[src/rtl/tomasulo_pkg.sv]
// Shared definitions for the issue front end: opcodes, issue classes, FSM states.
package tomasulo_pkg;

  localparam logic [6:0]  OP_R      = 7'b0110011;
  localparam logic [6:0]  OP_I      = 7'b0010011;
  localparam logic [6:0]  OP_LOAD   = 7'b0000011;
  localparam logic [6:0]  OP_STORE  = 7'b0100011;
  localparam logic [31:0] NOP_INSTR = 32'h0000_0000;

  typedef enum logic [1:0] {
    BUBBLE = 2'd0,
    ARITH  = 2'd1,
    MEM    = 2'd2,
    OTHER  = 2'd3
  } issue_class_t;

  typedef enum logic [1:0] {
    ST_EMPTY = 2'd0,
    ST_RUN   = 2'd1,
    ST_DONE  = 2'd2
  } issue_state_t;

  function automatic issue_class_t decode_class(input logic [6:0] opcode);
    issue_class_t cls;
    case (opcode)
      OP_R, OP_I:        cls = ARITH;
      OP_LOAD, OP_STORE: cls = MEM;
      default:           cls = OTHER;
    endcase
    return cls;
  endfunction

endpackage

[src/rtl/instr_fifo.sv]
// Synchronous FIFO with an extra pointer bit to tell full from empty.
module instr_fifo #(
  parameter int DEPTH = 4,
  parameter int WIDTH = 33
) (
  input  logic                     clk,
  input  logic                     reset,
  input  logic                     push,
  input  logic                     pop,
  input  logic [WIDTH-1:0]         din,
  output logic                     full,
  output logic                     empty,
  output logic [$clog2(DEPTH):0]   count,
  output logic [WIDTH-1:0]         head
);

  localparam int AW = $clog2(DEPTH);

  logic [WIDTH-1:0] mem [DEPTH];
  logic [AW:0]      wr_ptr;
  logic [AW:0]      rd_ptr;
  logic             do_push;
  logic             do_pop;

  assign count   = wr_ptr - rd_ptr;
  assign full    = (count == (AW+1)'(DEPTH));
  assign empty   = (wr_ptr == rd_ptr);
  assign head    = mem[rd_ptr[AW-1:0]];
  assign do_push = push & ~full;
  assign do_pop  = pop & ~empty;

  always_ff @(posedge clk or negedge reset) begin
    if (!reset) begin
      wr_ptr <= '0;
      rd_ptr <= '0;
    end else begin
      if (do_push) wr_ptr <= wr_ptr + 1'b1;
      if (do_pop)  rd_ptr <= rd_ptr + 1'b1;
    end
  end

  // Storage needs no reset; the pointers alone define validity.
  always_ff @(posedge clk) begin
    if (do_push) mem[wr_ptr[AW-1:0]] <= din;
  end

endmodule

[src/rtl/instr_issue_unit.sv]
// Issue stage: buffers instructions and presents the head to the core under stall back-pressure.
// state    | meaning
// ST_EMPTY | no instruction queued yet / queue drained
// ST_RUN   | queue holds instructions, issuing when unblocked
// ST_DONE  | last instruction issued; terminal until reset
module instr_issue_unit
  import tomasulo_pkg::*;
#(
  parameter int DEPTH = 4,
  parameter int CNT_W = 16
) (
  input  logic                    clk,
  input  logic                    reset,
  input  logic                    in_valid,
  output logic                    in_ready,
  input  logic [31:0]             in_instr,
  input  logic                    in_last,
  output logic [31:0]             instr,
  input  logic                    A_stall,
  input  logic                    LS_stall,
  output logic                    issued,
  output logic [1:0]              issue_class,
  output logic                    done,
  output logic [$clog2(DEPTH):0]  occupancy,
  output logic [CNT_W-1:0]        issue_count,
  output logic [CNT_W-1:0]        stall_count
);

  issue_state_t state, state_next;
  issue_class_t cls;
  logic         full;
  logic         empty;
  logic [32:0]  head;
  logic         head_last;
  logic         push;
  logic         blocked;

  instr_fifo #(.DEPTH(DEPTH), .WIDTH(33)) u_fifo (
    .clk   (clk),
    .reset (reset),
    .push  (push),
    .pop   (issued),
    .din   ({in_last, in_instr}),
    .full  (full),
    .empty (empty),
    .count (occupancy),
    .head  (head)
  );

  assign done      = (state == ST_DONE);
  assign in_ready  = ~full & ~done;
  assign push      = in_valid & in_ready;
  assign head_last = head[32];

  always_comb begin
    cls = BUBBLE;
    if (!empty && !done) cls = decode_class(head[6:0]);
  end

  assign blocked     = ((cls == ARITH) & A_stall) | ((cls == MEM) & LS_stall);
  assign issued      = ~empty & ~blocked & ~done;
  assign instr       = (empty || done) ? NOP_INSTR : head[31:0];
  assign issue_class = cls;

  always_ff @(posedge clk or negedge reset) begin
    if (!reset) state <= ST_EMPTY;
    else        state <= state_next;
  end

  always_comb begin
    state_next = state;
    case (state)
      ST_EMPTY: begin
        if (issued && head_last)  state_next = ST_DONE;
        else if (push || !empty)  state_next = ST_RUN;
      end
      ST_RUN: begin
        if (issued && head_last)  state_next = ST_DONE;
        else if (issued && !push && occupancy == 1) state_next = ST_EMPTY;
      end
      ST_DONE:  state_next = ST_DONE;
      default:  state_next = ST_EMPTY;
    endcase
  end

  // Both counters saturate rather than wrap.
  always_ff @(posedge clk or negedge reset) begin
    if (!reset) begin
      issue_count <= '0;
      stall_count <= '0;
    end else begin
      if (issued && issue_count != '1)              issue_count <= issue_count + 1'b1;
      if (!empty && blocked && stall_count != '1)   stall_count <= stall_count + 1'b1;
    end
  end

endmodule
[config.mk]
export PLATFORM = sky130hd
export DESIGN_NAME = instr_issue_unit
export DESIGN_NICKNAME = d
export VERILOG_FILES = /design/src/rtl/tomasulo_pkg.sv /design/src/rtl/instr_fifo.sv /design/src/rtl/instr_issue_unit.sv
export SDC_FILE = /design/constraint.sdc
export NUM_CORES = 1
export LEC_CHECK = 0
export ABC_AREA = 1
export CORE_MARGIN = 2
export CORE_UTILIZATION = 59
export DETAILED_ROUTE_END_ITERATION = 8
export PLACE_DENSITY = 0.88
export SYNTH_ARGS = -nofsm -noshare
export SYNTH_HDL_FRONTEND = slang
export SYNTH_SLANG_ARGS = --single-unit
[constraint.sdc]
create_clock -name clk -period 6.86 [get_ports clk]
set_input_delay 1.029 -clock clk [delete_from_list [all_inputs] [get_ports clk]]
set_output_delay 1.029 -clock clk [all_outputs]
set_load 0.005 [all_outputs]
# Word-level counts from Yosys, hierarchy flattened
# Memory sizes are Yosys's and may differ from the RTL's.
# Cells that the tools add are included.
# W data, S select, Z words.
# totals
out_inout_bits	72
ram_bits	132
memories	1
latchBits	0
word_cells	65
regBits	40
rom_bits	0
inputBits	38
# mem_list
memory	words	word_bits	read_ports	rd_ports_with_merged_regs	wr	line	source
u_fifo.mem	4	33	1	0	1	instr_fifo.sv:19	logic [WIDTH-1:0] mem [DEPTH];
# op_classes
n_mul	0
addsub	5
magnitude_cmp	0
muxes	10
shifts	0
reduce_logical	16
eq_ne	15
n_div	0
n_bitwise	13
# ops
op	count
$add A16 B1 Y16 const B	2
$mux W32	1
$ne A16 B16 Y1 const B	2
$eq A7 B6 Y1 const B	2
$mux W2	5
$and A1 B1 Y1	8
$eq A7 B2 Y1 const B	1
$eq A7 B5 Y1 const B	1
$logic_and A1 B1 Y1	7
$add A3 B1 Y3 const B	2
$ne A3 B3 Y1 const B	2
$pmux W2 S3	1
$eq A2 B1 Y1 const B	2
$eq A2 B2 Y1 const B	2
$not A1 Y1	4
$pmux W2 S2	1
$reduce_or A2 Y1	2
$eq A3 B1 Y1 const B	1
$eq A3 B3 Y1	1
$eq A3 B3 Y1 const B	1
$logic_not A1 Y1	3
$sub A3 B3 Y3	1
$logic_not A2 Y1	1
$logic_or A1 B1 Y1	2
other kinds (3)	4

# Logic depth before layout (Yosys ltp)
# An unclocked memory read counts as a cell.
# depth
word_depth	16
depth_mapped	18
depth_no_buf	16

# Modules after synthesis
# Synthesis repeated with hierarchy kept, for this count alone.
# hier_totals
hier_cells	742
hier_area_um2	7734.9
# by_module_without_submodules
mod	n_inst	cells_per_inst	seq_area_each_um2	area_each_um2
instr_fifo	1	381	4113.9	5353.9
instr_issue_unit	1	361	850.8	2381.0

# Worst setup path after synthesis
# No wires, ideal clock.
# synth_path
path_kind	flip-flop to flip-flop
start	register u_fifo.rd_ptr[1]
end	memory u_fifo.mem[3][0], enable pin
required_ns	6.434
setup_ns	0.426
t_arrival_ns	3.458
path_slack_ns	2.976
synth_period_minus_slack_ns	3.884
path_buffers	3
stages_incl_launch_ff	10
cell_sequence	dfrtp_1 inv_1 buf_2 buf_1 buf_1 fa_1 inv_1 nand3_1 nand3_1 nor2_1
# synth_between
elab_chain_cells	8
# synth_rtl
item	line	source
from (decl)	instr_fifo.sv:21	logic [AW:0] rd_ptr;
from (signal assigned)	instr_fifo.sv:38	if (do_pop) rd_ptr <= rd_ptr + 1'b1;
$sub A3 B3 Y3 (*)	instr_fifo.sv:25	assign count = wr_ptr - rd_ptr;
via occupancy[1]	instr_issue_unit.sv:24	output logic [$clog2(DEPTH):0] occupancy,
$eq A3 B3 Y1 (*)	instr_fifo.sv:26	assign full = (count == (AW+1)'(DEPTH));
$not A1 Y1 (*)	instr_fifo.sv:29, instr_issue_unit.sv:51	
$and A1 B1 Y1	instr_issue_unit.sv:51	assign in_ready = ~full & ~done;
$and A1 B1 Y1	instr_issue_unit.sv:52	assign push = in_valid & in_ready;
$and A1 B1 Y1 (*)	instr_fifo.sv:29	assign do_push = push & ~full;
$mux W1 (*)	instr_fifo.sv:44	if (do_push) mem[wr_ptr[AW-1:0]] <= din;
$mux W1 (not written as such) (*)	instr_fifo.sv:44	
to (decl)	instr_fifo.sv:19	
# Mark *: on every way through the listed nets, which the timed path passes. The rest lies on a longest branch.

# Worst setup path after layout
# layout_path
start	register u_fifo.rd_ptr[0]
end	output issued
# layout_between
elab_chain_cells	11
elab_cells_between_ends	21
cone_classes	7 x eq/ne; 2 x mux; 7 x bitwise; 4 x reduce/logical; 1 x memory
# layout_rtl
item	line	source
$mem_v2 Z4 W33	-	
$eq A7 B2 Y1, or another cell as far along	tomasulo_pkg.sv:25	case (opcode)
$reduce_or A2 Y1	tomasulo_pkg.sv:25	
$pmux W2 S2	tomasulo_pkg.sv:25	
$mux W2	instr_issue_unit.sv:57	if (!empty && !done) cls = decode_class(head[6:0]);
$eq A2 B1 Y1 or $eq A2 B2 Y1 (tied branches)	instr_issue_unit.sv:60	assign blocked = ((cls == ARITH) & A_stall) | ((cls == MEM) & LS_stall);
$and A1 B1 Y1	instr_issue_unit.sv:60	
$or A1 B1 Y1	instr_issue_unit.sv:60	
$not A1 Y1	instr_issue_unit.sv:61	assign issued = ~empty & ~blocked & ~done;
$and A1 B1 Y1 (*) (2 in series)	instr_issue_unit.sv:61	
to (decl)	instr_issue_unit.sv:21	output logic issued,
# Mark *: on every way between the ends. The rest lies on a longest branch, timed or not.

==> results.json <==
{
  "status": "finished clean",
  "cp.required_ps": 5830,
  "hpwl_um": 10600,
  "crit_path_end_kind": "output port",
  "antenna_found_initial": 0,
  "internal_power_mw": 1.65,
  "swShare": 0.206,
  "path_class": "reg -> out",
  "cap_viol_max_count": 0,
  "clk_latency_ps": 430,
  "power.share.clock": 0.444,
  "ys_top_cells_by_area": "edfxtp_1 (51%), dfrtp_1 (13%), nor2_1 (6.4%)",
  "p_per_area_mw_per_mm2": 217,
  "worstHoldStart": "u_fifo.wr_ptr[2]$_DFFE_PN0P_",
  "grt_pass1_wl_um": 28400,
  "rsz0062_at_grt": "no",
  "utilization": 0.732,
  "cts-htree-levels": 4,
  "combinationalPowerShare": 0.017,
  "cts_buffers": 17,
  "grt_overflow": 0,
  "clkSinkCount": 172,
  "fillCellCount": 861,
  "grt_pass1_vias": 5729,
  "nNetsFinal": 911,
  "core-area_mm2": 0.0131,
  "p_leak_nw": 3.58,
  "cts.repair.resized": 0,
  "min_path_cells": 1,
  "via_per_inst": 5.61,
  "worstSetupStartpoint": "u_fifo.rd_ptr[0]$_DFFE_PN0P_",
  "cts.reportedPaths.clkPinSlew_ps": 70,
  "worst-path-max-fanout": 70,
  "fin_crit_sh": 0.708,
  "synth_seq_cells": 172,
  "io_pins": 110,
  "yosysTopAreaCellShare": 0.506,
  "first_pass_iters": 6,
  "rows": 42,
  "r2r-start": "u_fifo.rd_ptr[1]$_DFFE_PN0P_",
  "synthCells": 764,
  "dieArea_mm2": 0.0142,
  "finalHoldViolCount": 0,
  "ys_top_cells_by_count": "nor2_1 (134), edfxtp_1 (132), nand2_1 (128)",
  "grt_usage": 0.260,
  "cts_hold_buf": 0,
  "async_reset_ff_frac": 0.233,
  "ys.flop_type": "edfxtp_1",
  "wl_per_cell_um": 17.0,
  "io_buffers": 109,
  "cts_root_buf": "clkbuf_16",
  "drv_slew": 0,
  "worst_slew_pin_slew_ps": 1210,
  "postCtsSetupBuffers": 0,
  "grt_max_degree": 71,
  "syn_area_mm2": 0.00783,
  "place.gp.congestion": 0.888,
  "syn_area_per_cell_um2": 10.3,
  "dr_total_vias": 5898,
  "multiInputGateArea_mm2": 0.00251,
  "p_sw_mw": 0.427,
  "tritoncts": "done",
  "fmax_mhz": 206,
  "arrival_ps": 3830,
  "yosysSeqAreaShare": 0.634,
  "tns_ps": 0,
  "drc": 0,
  "setup_viol": 0,
  "fp.dieW_um": 119,
  "clock_path_buffers": 2,
  "die_y_um": 119,
  "n_antenna_cell": 0,
  "yosysUniqueCellTypes": 33,
  "yosysTopAreaCell": "edfxtp_1",
  "synth_edf_count": 132,
  "reg2reg_to": "u_fifo.mem[3][26]$_DFFE_PP_",
  "r2r_cells": 8,
  "fin_crit_ps": 4850,
  "initialDrtViolationCount": 631,
  "seqCellArea_mm2": 0.00497,
  "hold_path.class": "reg -> reg",
  "yosysMostFrequentCell": "nor2_1",
  "yosys_warnings": 0,
  "start_util": 0.598,
  "pwr-share-seq": 0.540,
  "worst-r2r-setup-slack_ps": 2880,
  "slew_headroom": 0.190,
  "postRouteAntennaNets": 0,
  "syn_to_final_growth_pct": 22.4,
  "peakVddDrop_mv": 0.219,
  "hold_end": "u_fifo.wr_ptr[2]$_DFFE_PN0P_",
  "drive_above_1_share": 0.0822,
  "wirelength_um": 17900,
  "postSynthNetCount": 812,
  "startpoint_type": "flop",
  "fin_skew_ps": 10.5
}
-- worst max-delay path by stage --
stage | end | slack (ps) | depth (start not counted)
CTS | issued | 2040 | 14
finish | issued | 2010 | 14
floorplan | u_fifo.mem[3][0]$_DFFE_PP_ | 2980 | 9
global route | issued | 1760 | 14
global placement | issued | 2680 | 14
detailed placement | issued | 2530 | 14
-- metrics by stage --
stage,power (mW),cells,cell area (µm²),hold WS [ps],setup WS [ps]
global placement,1.18,1020,9020,478,2680
detailed placement,1.18,1020,9020,492,2530
global route,2.14,1052,9580,539,1760
CTS,2.09,1052,9580,500,2040
finish,2.08,1052,9580,501,2010
floorplan,1.14,764,7830,458,2980
-- cell usage in the layout, fill, tap and decap left out, types with 3 or more instances in the layout --
master,instances
buf_4,3
edfxtp_1,132
ha_1,9
inv_8,4
clkbuf_16,17
nand2_2,15
nor2_1,130
nor3_1,13
dfrtp_1,39
inv_6,3
nor2_2,5
nand4_1,5
clkdlybuf4s50_1,108
inv_1,50
nand2_1,128
xor2_1,25
a21oi_1,28
o21ai_0,63
nor4_1,6
xnor2_1,6
o21ai_2,4
inv_2,4
nand3_1,51
o21ai_1,3
nor2_4,5
-- critical path, cell delays in order (launching register included) --
cell             delay [ps]
dfrtp_2                 570
buf_4                   580
inv_4                   400
nand2_1                 200
nand3_1                  80
nand2_1                 130
nand2_2                  70
nor2_2                  140
nand2_1                  80
nand2_2                  90
nor2_2                   50
nor2_4                  130
nand2_4                 100
inv_4                   210
clkdlybuf4s50_1         540
-- kinds of logic (layout without fill, tap and decap cells) --
logic type | Yosys count | count (layout) | synth area share
flip-flops | 172 | 172 | 0.634
AND/OR/NAND/NOR | 362 | 362 | 0.198
adder cells (fa/ha/maj) | 10 | 10 | 0.0169
XOR/XNOR | 31 | 31 | 0.0347
buffers and inverters | 88 | 200 | 0.0495
AO/OA/AOI/OAI | 101 | 101 | 0.0671
-- cell type report --
cell class	count	share of cell area
clock inverter	13	0.0137
timing repair buffer	112	0.116
sequential	172	0.518
tap	176	0.0230
inverter	56	0.0225
clock buffer	19	0.0452
multi-input combinational	504	0.262
-- registers in the layout, indices dropped and copies added, names as in the netlist --
register and cells:
issue_count 16, stall_count 16, state 2, u_fifo.mem 132, u_fifo.rd_ptr 3, u_fifo.wr_ptr 3
-- layer usage --
metal | wire [µm] | up-vias | track usage
met5 | 0 | - | 0
met4 | 388 | 0 | 0.0982
met3 | 1080 | 38 | 0.0565
met2 | 9120 | 256 | 0.438
met1 | 7330 | 2840 | 0.331
li1 | - | 2764 | -
-- power groups by stage --
stage / Sequential [mW] / Combinational, mW / Clock [mW]
6_report: 1.12 / 0.0344 / 0.922
2_1_floorplan: 1.14 / 0.0000226 / 0
3_5_place_dp: 1.14 / 0.0341 / 0
4_1_cts: 1.12 / 0.0346 / 0.928
5_1_grt: 1.12 / 0.0372 / 0.980
3_3_place_gp: 1.14 / 0.0334 / 0
Power figures use the tool's default switching activity.
